<file path="src/rtl/inst_fetch_unit.sv">
// inst_fetch_unit: drives instMem from the PC, buffers fetched words with their PCs in a small queue,
// and hands them to decode over valid/ready; execute redirects flush the queue and reload the PC.
module inst_fetch_unit #(
    parameter int          DEPTH    = 4,
    parameter logic [31:0] RESET_PC = 32'd0
) (
    input  logic                     clk,
    input  logic                     rst_n,
    input  logic                     start,
    input  logic                     halt,
    output logic [31:0]              imem_addr,
    input  logic [31:0]              imem_inst,
    output logic                     if_valid,
    output logic [31:0]              if_inst,
    output logic [31:0]              if_pc,
    input  logic                     id_ready,
    input  logic                     redirect_valid,
    input  logic [31:0]              redirect_pc,
    output logic [1:0]               fetch_state,
    output logic [$clog2(DEPTH):0]   q_count
);
    localparam int AW = $clog2(DEPTH);
    localparam logic [AW:0] FULL = (AW + 1)'(DEPTH);

    typedef enum logic [1:0] {IDLE = 2'b00, RUN = 2'b01, HALT = 2'b10} state_t;

    state_t        state;
    logic [31:0]   pc;
    logic [AW-1:0] rd_ptr, wr_ptr;
    logic [AW:0]   count;
    logic [31:0]   q_inst [DEPTH];
    logic [31:0]   q_pc   [DEPTH];
    logic [31:0]   last_inst, last_pc;
    logic          push, pop;

    assign pop         = if_valid && id_ready && !redirect_valid;
    assign push        = state == RUN && !halt && !redirect_valid && (count < FULL || pop);
    assign imem_addr   = pc;
    assign if_valid    = count != '0;
    assign if_inst     = if_valid ? q_inst[rd_ptr] : last_inst;
    assign if_pc       = if_valid ? q_pc[rd_ptr] : last_pc;
    assign q_count     = count;
    assign fetch_state = state;

    // Storage carries no reset; occupancy alone decides what is visible.
    always_ff @(posedge clk) begin
        if (push) begin
            q_inst[wr_ptr] <= imem_inst;
            q_pc[wr_ptr]   <= pc;
        end
    end

    always_ff @(posedge clk or negedge rst_n) begin
        if (!rst_n) begin
            state     <= IDLE;
            pc        <= RESET_PC;
            rd_ptr    <= '0;
            wr_ptr    <= '0;
            count     <= '0;
            last_inst <= '0;
            last_pc   <= '0;
        end else begin
            state <= ((state == IDLE && start) || (state == HALT && !halt)) ? RUN :
                     (state == RUN && halt && !redirect_valid) ? HALT : state;
            if (if_valid) begin
                last_inst <= q_inst[rd_ptr];
                last_pc   <= q_pc[rd_ptr];
            end
            if (redirect_valid) begin
                pc     <= redirect_pc;
                rd_ptr <= '0;
                wr_ptr <= '0;
                count  <= '0;
            end else begin
                pc     <= push ? pc + 32'd1 : pc;
                rd_ptr <= pop ? rd_ptr + 1'b1 : rd_ptr;
                wr_ptr <= push ? wr_ptr + 1'b1 : wr_ptr;
                count  <= count + {{AW{1'b0}}, push} - {{AW{1'b0}}, pop};
            end
        end
    end
endmodule

</file>
<file path="config.mk">
export PLATFORM = sky130hd
export DESIGN_NAME = inst_fetch_unit
export DESIGN_NICKNAME = d
export VERILOG_FILES = /design/src/rtl/inst_fetch_unit.sv
export SDC_FILE = /design/constraint.sdc
export NUM_CORES = 1
export LEC_CHECK = 0
export ABC_AREA = 1
export CAP_MARGIN = 20
export CORE_ASPECT_RATIO = 0.5
export CORE_MARGIN = 2
export CORE_UTILIZATION = 40
export DETAILED_ROUTE_END_ITERATION = 8
export GPL_TIMING_DRIVEN = 0
export PLACE_DENSITY = 0.62
export RECOVER_POWER = 25
export REMOVE_ABC_BUFFERS = 1
export SLEW_MARGIN = 20
export SYNTH_ARGS = -nofsm -noshare
export SYNTH_HDL_FRONTEND = slang
export SYNTH_SLANG_ARGS = --single-unit
</file>
<file path="constraint.sdc">
create_clock -name clk -period 4.45 [get_ports clk]
set_input_delay 0.445 -clock clk [delete_from_list [all_inputs] [get_ports clk]]
set_output_delay 0.445 -clock clk [all_outputs]
set_load 0.01 [all_outputs]
</file>
=== Word level (Yosys, flattened, before mapping) ===
Memories as Yosys holds them, arrays and structs flattened.
Cells that the tools add are included.

* Equality and inequality tests: 2
* Muxes and demuxes: 13
* $lt $le $gt $ge: 1
* Reduce and logical (&&, ||, !) cells: 18
* $add $sub $neg: 5

{| class="wikitable"
|+ Operators by type and width
! operator !! count
|-
| 32-bit 2-to-1 mux || 4
|-
| 32-bit by 1-bit adder with 32-bit output (second input constant) || 1
|-
| 2-bit 2-to-1 mux || 6
|-
| 1-bit logical AND || 9
|-
| 2-bit nonzero test || 3
|-
| 2-bit by 1-bit adder with 2-bit output (second input constant) || 2
|-
| 3-bit by 1-bit adder with 3-bit output || 1
|-
| 3-bit less-than comparator (second input constant) || 1
|-
| 3-bit 2-to-1 mux || 1
|-
| 3-bit nonzero test || 1
|-
| 3-bit by 1-bit subtractor with 3-bit output || 1
|-
| 2-bit by 1-bit == test with 1-bit output (second input constant) || 1
|-
| 2-bit == test (second input constant) || 1
|-
| 1-bit zero test || 2
|-
| 2-bit zero test || 1
|-
| 1-bit logical OR || 2
|-
| 1-bit 2-to-1 mux || 2
|}

* Memories: 2
* Output and inout port bits: 102
* Register bits after elaboration: 105
* Memory bits (writable): 256
* Logic and storage cells: 48

{| class="wikitable"
|+ Memory list
! name !! words !! width !! rd ports !! clocked after Yosys merged registers in !! wr ports !! line !! text
|-
| q_inst || 4 || 32 || 1 || 0 || 1 || 31 || <nowiki>logic [31:0] q_inst [DEPTH];</nowiki>
|-
| q_pc || 4 || 32 || 1 || 0 || 1 || 32 || <nowiki>logic [31:0] q_pc [DEPTH];</nowiki>
|}

=== Longest topological paths before layout ===
* Word-level depth: 8
* Depth in mapped cells: 11

=== Worst setup path after synthesis ===
No wires, ideal clock.

* Path type: input port to flip-flop
* Start point: input port redirect_valid
* End point: memory q_inst[0][0] (enable)
* Data required time: 3.964 ns
* Setup time: 0.486 ns
* Setup slack: 0.370 ns
* Data arrival time: 3.593 ns
* Path buffers: 1
* Cell stages on the path: 4
* Cell sequence: buf_6 nor3_4 nand2_4 nor2_1

* Word-level cells in the longest chain between the ends: 6
* Elaborated cells between the ends (all ways): 7
* Those cells by class: mux (2); reduce/logical (5)

{| class="wikitable"
|+ RTL lines
! element !! line !! text
|-
| start: declaration || 17 || <nowiki>input logic redirect_valid,</nowiki>
|-
| 1-bit zero test * || 36, 37 ||
|-
| 1-bit logical AND || 36 || <nowiki>assign pop = if_valid && id_ready && !redirect_valid;</nowiki>
|-
| 1-bit logical OR || 37 || <nowiki>assign push = state == RUN && !halt && !redirect_valid && (count < FULL || pop);</nowiki>
|-
| 1-bit logical AND * || 37 ||
|-
| 1-bit 2-to-1 mux * || 47 || <nowiki>if (push) begin</nowiki>
|-
| 1-bit 2-to-1 mux (not written as such) * || 48 || <nowiki>q_inst[wr_ptr] <= imem_inst;</nowiki>
|-
| end: declaration || 31 ||
|}

Mark *: on every way between the ends. The rest lies on a longest branch, timed or not.

=== Worst setup path in the final report ===
* Start point: register rd_ptr[0]
* End point: output port if_pc[28]

* Word-level cells in the longest chain between the ends: 2

{| class="wikitable"
|+ RTL lines
! element !! line !! text
|-
| start: declaration || 29 || <nowiki>logic [AW-1:0] rd_ptr, wr_ptr;</nowiki>
|-
| start signal: assignment || 76 || <nowiki>rd_ptr <= pop ? rd_ptr + 1'b1 : rd_ptr;</nowiki>
|-
| memory 4 x 32 bit || -- ||
|-
| 32-bit 2-to-1 mux || 41 || <nowiki>assign if_pc = if_valid ? q_pc[rd_ptr] : last_pc;</nowiki>
|-
| end: declaration || 15 || <nowiki>output logic [31:0] if_pc,</nowiki>
|}

Every way passes these cells.

==> results by group <==
Outcome
  – Status: finished, violations left
  – Failing checks: capacitance limit, slew limit

Timing
  – Layout Skew: between 0.01 and 0.015 ns
  – Tmin final: between 3 and 4 ns
  – Slew @ Worst Pin: about 2.6 ns
  – Slew HR: -0.703
  – Fin Setup TNS: 0 ns
  – Highest Clock Rate: 256 MHz
  – Fin Hold WS: around 0.22 ns
  – Hold Vio Cnt, Final: 0
  – Unrepaired setup endpoints after global routing: false
  – Tcrit/Tclk final: 0.879
  – Setup-failing EPs final: 0
  – Fin. max-slew vios: 34

Floorplanning
  – Die Span Y: about 140 um
  – Core area: ~36000 um2
  – Full die area: between 30000 and 40000 um2
  – Std cell rows: between 40 and 50
  – DIE WIDTH: around 270 um
  – Starting Density: 0.407
  – Io pins: around 170

Route
  – Post-route ant nets: 0
  – Vias: 10100
  – DR DRC count: 0
  – Drt via density: a little over 5
  – WL final: around 37000 um
  – DRT Pass-1 Iters: 5
  – Wire length per cell: around 18 um
  – Starting DRT DRC Count: between 700 and 800

Critical path
  – Worst path depth: 6
  – Top delay family on crit path: buffers and inverters
  – CP peak stage delay: between 0.7 and 0.8 ns
  – CP endpoint kind: primary output
  – Arr. time, crit path: 3.46 ns
  – CP Cell Sequence: buf_16, inv_6, buf_16, o21ai_0, a31oi_1, clkdlybuf4s50_1
  – R2R cell count: 5
  – CP Buf/Inv Count: 4
  – Slowest CP cell: dfrtp_4
  – R2r endpoint: last_pc[28]
  – Reg-to-reg critical path startpoint: rd_ptr[0]
  – WS Path Type: flop to primary output
  – Required time worst endpoint: about 4 ns
  – Worst Setup SP: rd_ptr[0]
  – Register-to-register path setup slack: 2.00 ns
  – CP endpoint: if_pc[28]
  – Crit path top cell by count: buf_16
  – CP Max Fanout: 89
  – Startpoint types: flop

Min path
  – Min-Delay Path Class: input pin to flop
  – Hold Path Stages: 2

Logic synthesis
  – Post-Syn Area per Cell: ~11 um2
  – Synth warn: 0
  – Top FF cell, synth: edfxtp_1
  – Post-Syn Area: around 15000 um2
  – Ys async rst share: 0.291
  – Cell count after synthesis: 1329
  – Post-synthesis sequential area ratio: 0.702
  – Synth unique cells: 34
  – Post-synth EDFFs: around 260
  – Yosys reg bits: between 300 and 400

GRT
  – Vias in the first global route: about 10000
  – First-pass GRT wire length: approximately 57000 um
  – GRT Total Usage: 0.193
  – Antenna violations before repair: 0
  – Largest net degree at the start of global routing: 90
  – Grt total ovfl: 0

Clocking
  – Root Buffer: clkbuf_16
  – H-Tree Level Count: 2
  – Num CTS Buffers: 36
  – Reg clk slew, reported paths: 0.06 ns
  – Clock tree buffer depth: 3
  – Post-CTS Setup Bufs: 0
  – Clock Latency Late Sink: between 0.5 and 0.6 ns
  – Clock Sinks: approximately 360
  – CTS tree: yes

Place
  – Gpl congestion: between 0.8 and 0.9
  – Post-detail-place hpwl: approximately 23000 um
  – PortBufs: 171
  – DP Area: approximately 17000 um2
  – Placed cell count: a little under 2000

Cells and area
  – Layout cells sized above 1: 0.0697
  – Final Cell Area: about 18000 um2
  – Non-Filler Instances: roughly 2000
  – Area growth from synthesis to layout: 25.6%
  – Fin nets: 1571
  – N_diodes: 0
  – Fillers: roughly 3100

Power and ir drop
  – Peak supply drop: around 0.55 mV
  – Pwr Total: around 0.012 W
  – Leakage: roughly 6.7 nW
  – PwrDens: around 640 nW/um2

Flow run
  – Max_cap viols: 1
==> worst min-delay path by stage <==
stage | slack [ns] | endpoint | start
final | 0.22 | q_count[0] | redirect_valid
after floorplan | 0.15 | fetch_state[0] | rst_n
after global placement | 0.47 | last_inst[30] | last_inst[30]
after global routing | 0.22 | q_count[0] | redirect_valid
after CTS | 0.21 | q_count[0] | redirect_valid
after detailed placement | 0.36 | fetch_state[1] | rst_n
==> cell usage after synthesis (2+ instances only) <==
master    number  area, um2
edfxtp_1     256       7690
xnor2_1        3       26.3
o211ai_1       3       22.5
nand2_2        2       12.5
nor2_2         7       43.8
a21oi_1        5       25.0
nand3b_1       2       15.0
inv_1         57        214
buf_2         30        150
dfrtp_1      105       2630
buf_4          9       67.6
buf_1          7       26.3
nor3_2         2       20.0
clkbuf_1      17       63.8
o21ai_0      150        751
a31oi_1       63        394
nor2_1       367       1380
nand3_1       46        230
o21bai_1       4       30.0
ha_1           7       87.6
xor2_1         5       43.8
nand2_4        2       22.5
buf_6          3       33.8
nand2_1      164        616
inv_2          3       11.3
and2_1         2       12.5
==> cell families (layout without fill, tap and decap cells) <==
kind of cell | after synthesis | in the layout | share of synthesized area
compound gates | 227 | 227 | 0.0840
flops | 361 | 361 | 0.702
simple gates | 598 | 598 | 0.163
fa+ha+maj | 8 | 8 | 0.00733
buf+inv | 127 | 319 | 0.0389
xor+xnor | 8 | 8 | 0.00477
==> where the power goes <==
group	total (W)	internal [W]	switching (W)
clock network	0.00315	0.00186	0.00128
registers	0.00457	0.00419	0.000381
logic	0.00400	0.00180	0.00220
total	0.0117	0.00785	0.00386
==> routing by layer <==
layer  track usage  up-vias  share of wire
li1              -     4877              -
met1         0.247     5026           0.43
met2         0.341      175           0.51
met3        0.0293       48          0.037
met4        0.0569        0          0.020
met5             0        -              0
==> metrics by stage <==
stage | setup slack [ns] | util
finish | 0.541 | 0.512
CTS | 0.496 | 0.512
global placement | -3.93 | 0.462
floorplan | -0.133 | -
global route | 0.376 | 0.512
detailed placement | 1.05 | 0.478
==> flip-flops by register name, indices dropped and copies added (netlist names) <==
signal / count
rd_ptr: 2
imem_addr: 32
last_inst: 32
wr_ptr: 2
fetch_state: 2
q_inst: 128
q_count: 3
q_pc: 128
last_pc: 32
==> final cells by class <==
type,instances,area (um2),area share
flip-flops and latches,361,10300,0.560
multi-input cells,841,3830,0.208
repair buffers,192,2220,0.120
clock buffers,44,972,0.0527
well taps,484,606,0.0328
clock inverters,22,253,0.0137
inverters,61,241,0.0131
==> timing repair <==
| item | 4_1_cts | 5_1_grt |
|---|---|---|
| gates resized for setup | 0 | 0 |
| hold endpoints to repair | 33 | 0 |
| hold buffers | 1 | 0 |
==> placed cells by master, fill, tap and decap left out, types with 3 or more instances in the layout <==
| cell | count |
|---|---|
| nor2_4 | 5 |
| clkinv_1 | 4 |
| clkbuf_1 | 6 |
| inv_1 | 55 |
| edfxtp_1 | 256 |
| xnor2_1 | 3 |
| clkbuf_16 | 37 |
| xor2_1 | 5 |
| nor2_1 | 363 |
| a21oi_1 | 5 |
| ha_1 | 7 |
| buf_12 | 6 |
| a31oi_1 | 63 |
| clkinvlp_4 | 3 |
| nor2_2 | 7 |
| o21ai_0 | 150 |
| dlygate4sd3_1 | 33 |
| bufinv_16 | 5 |
| clkinv_2 | 8 |
| buf_16 | 14 |
| dfrtp_1 | 103 |
| o211ai_1 | 3 |
| nand3_1 | 46 |
| o21bai_1 | 4 |
| nand2_1 | 164 |
| inv_6 | 4 |
| clkdlybuf4s50_1 | 137 |
Note: power is estimated with default switching activity, not from simulation.
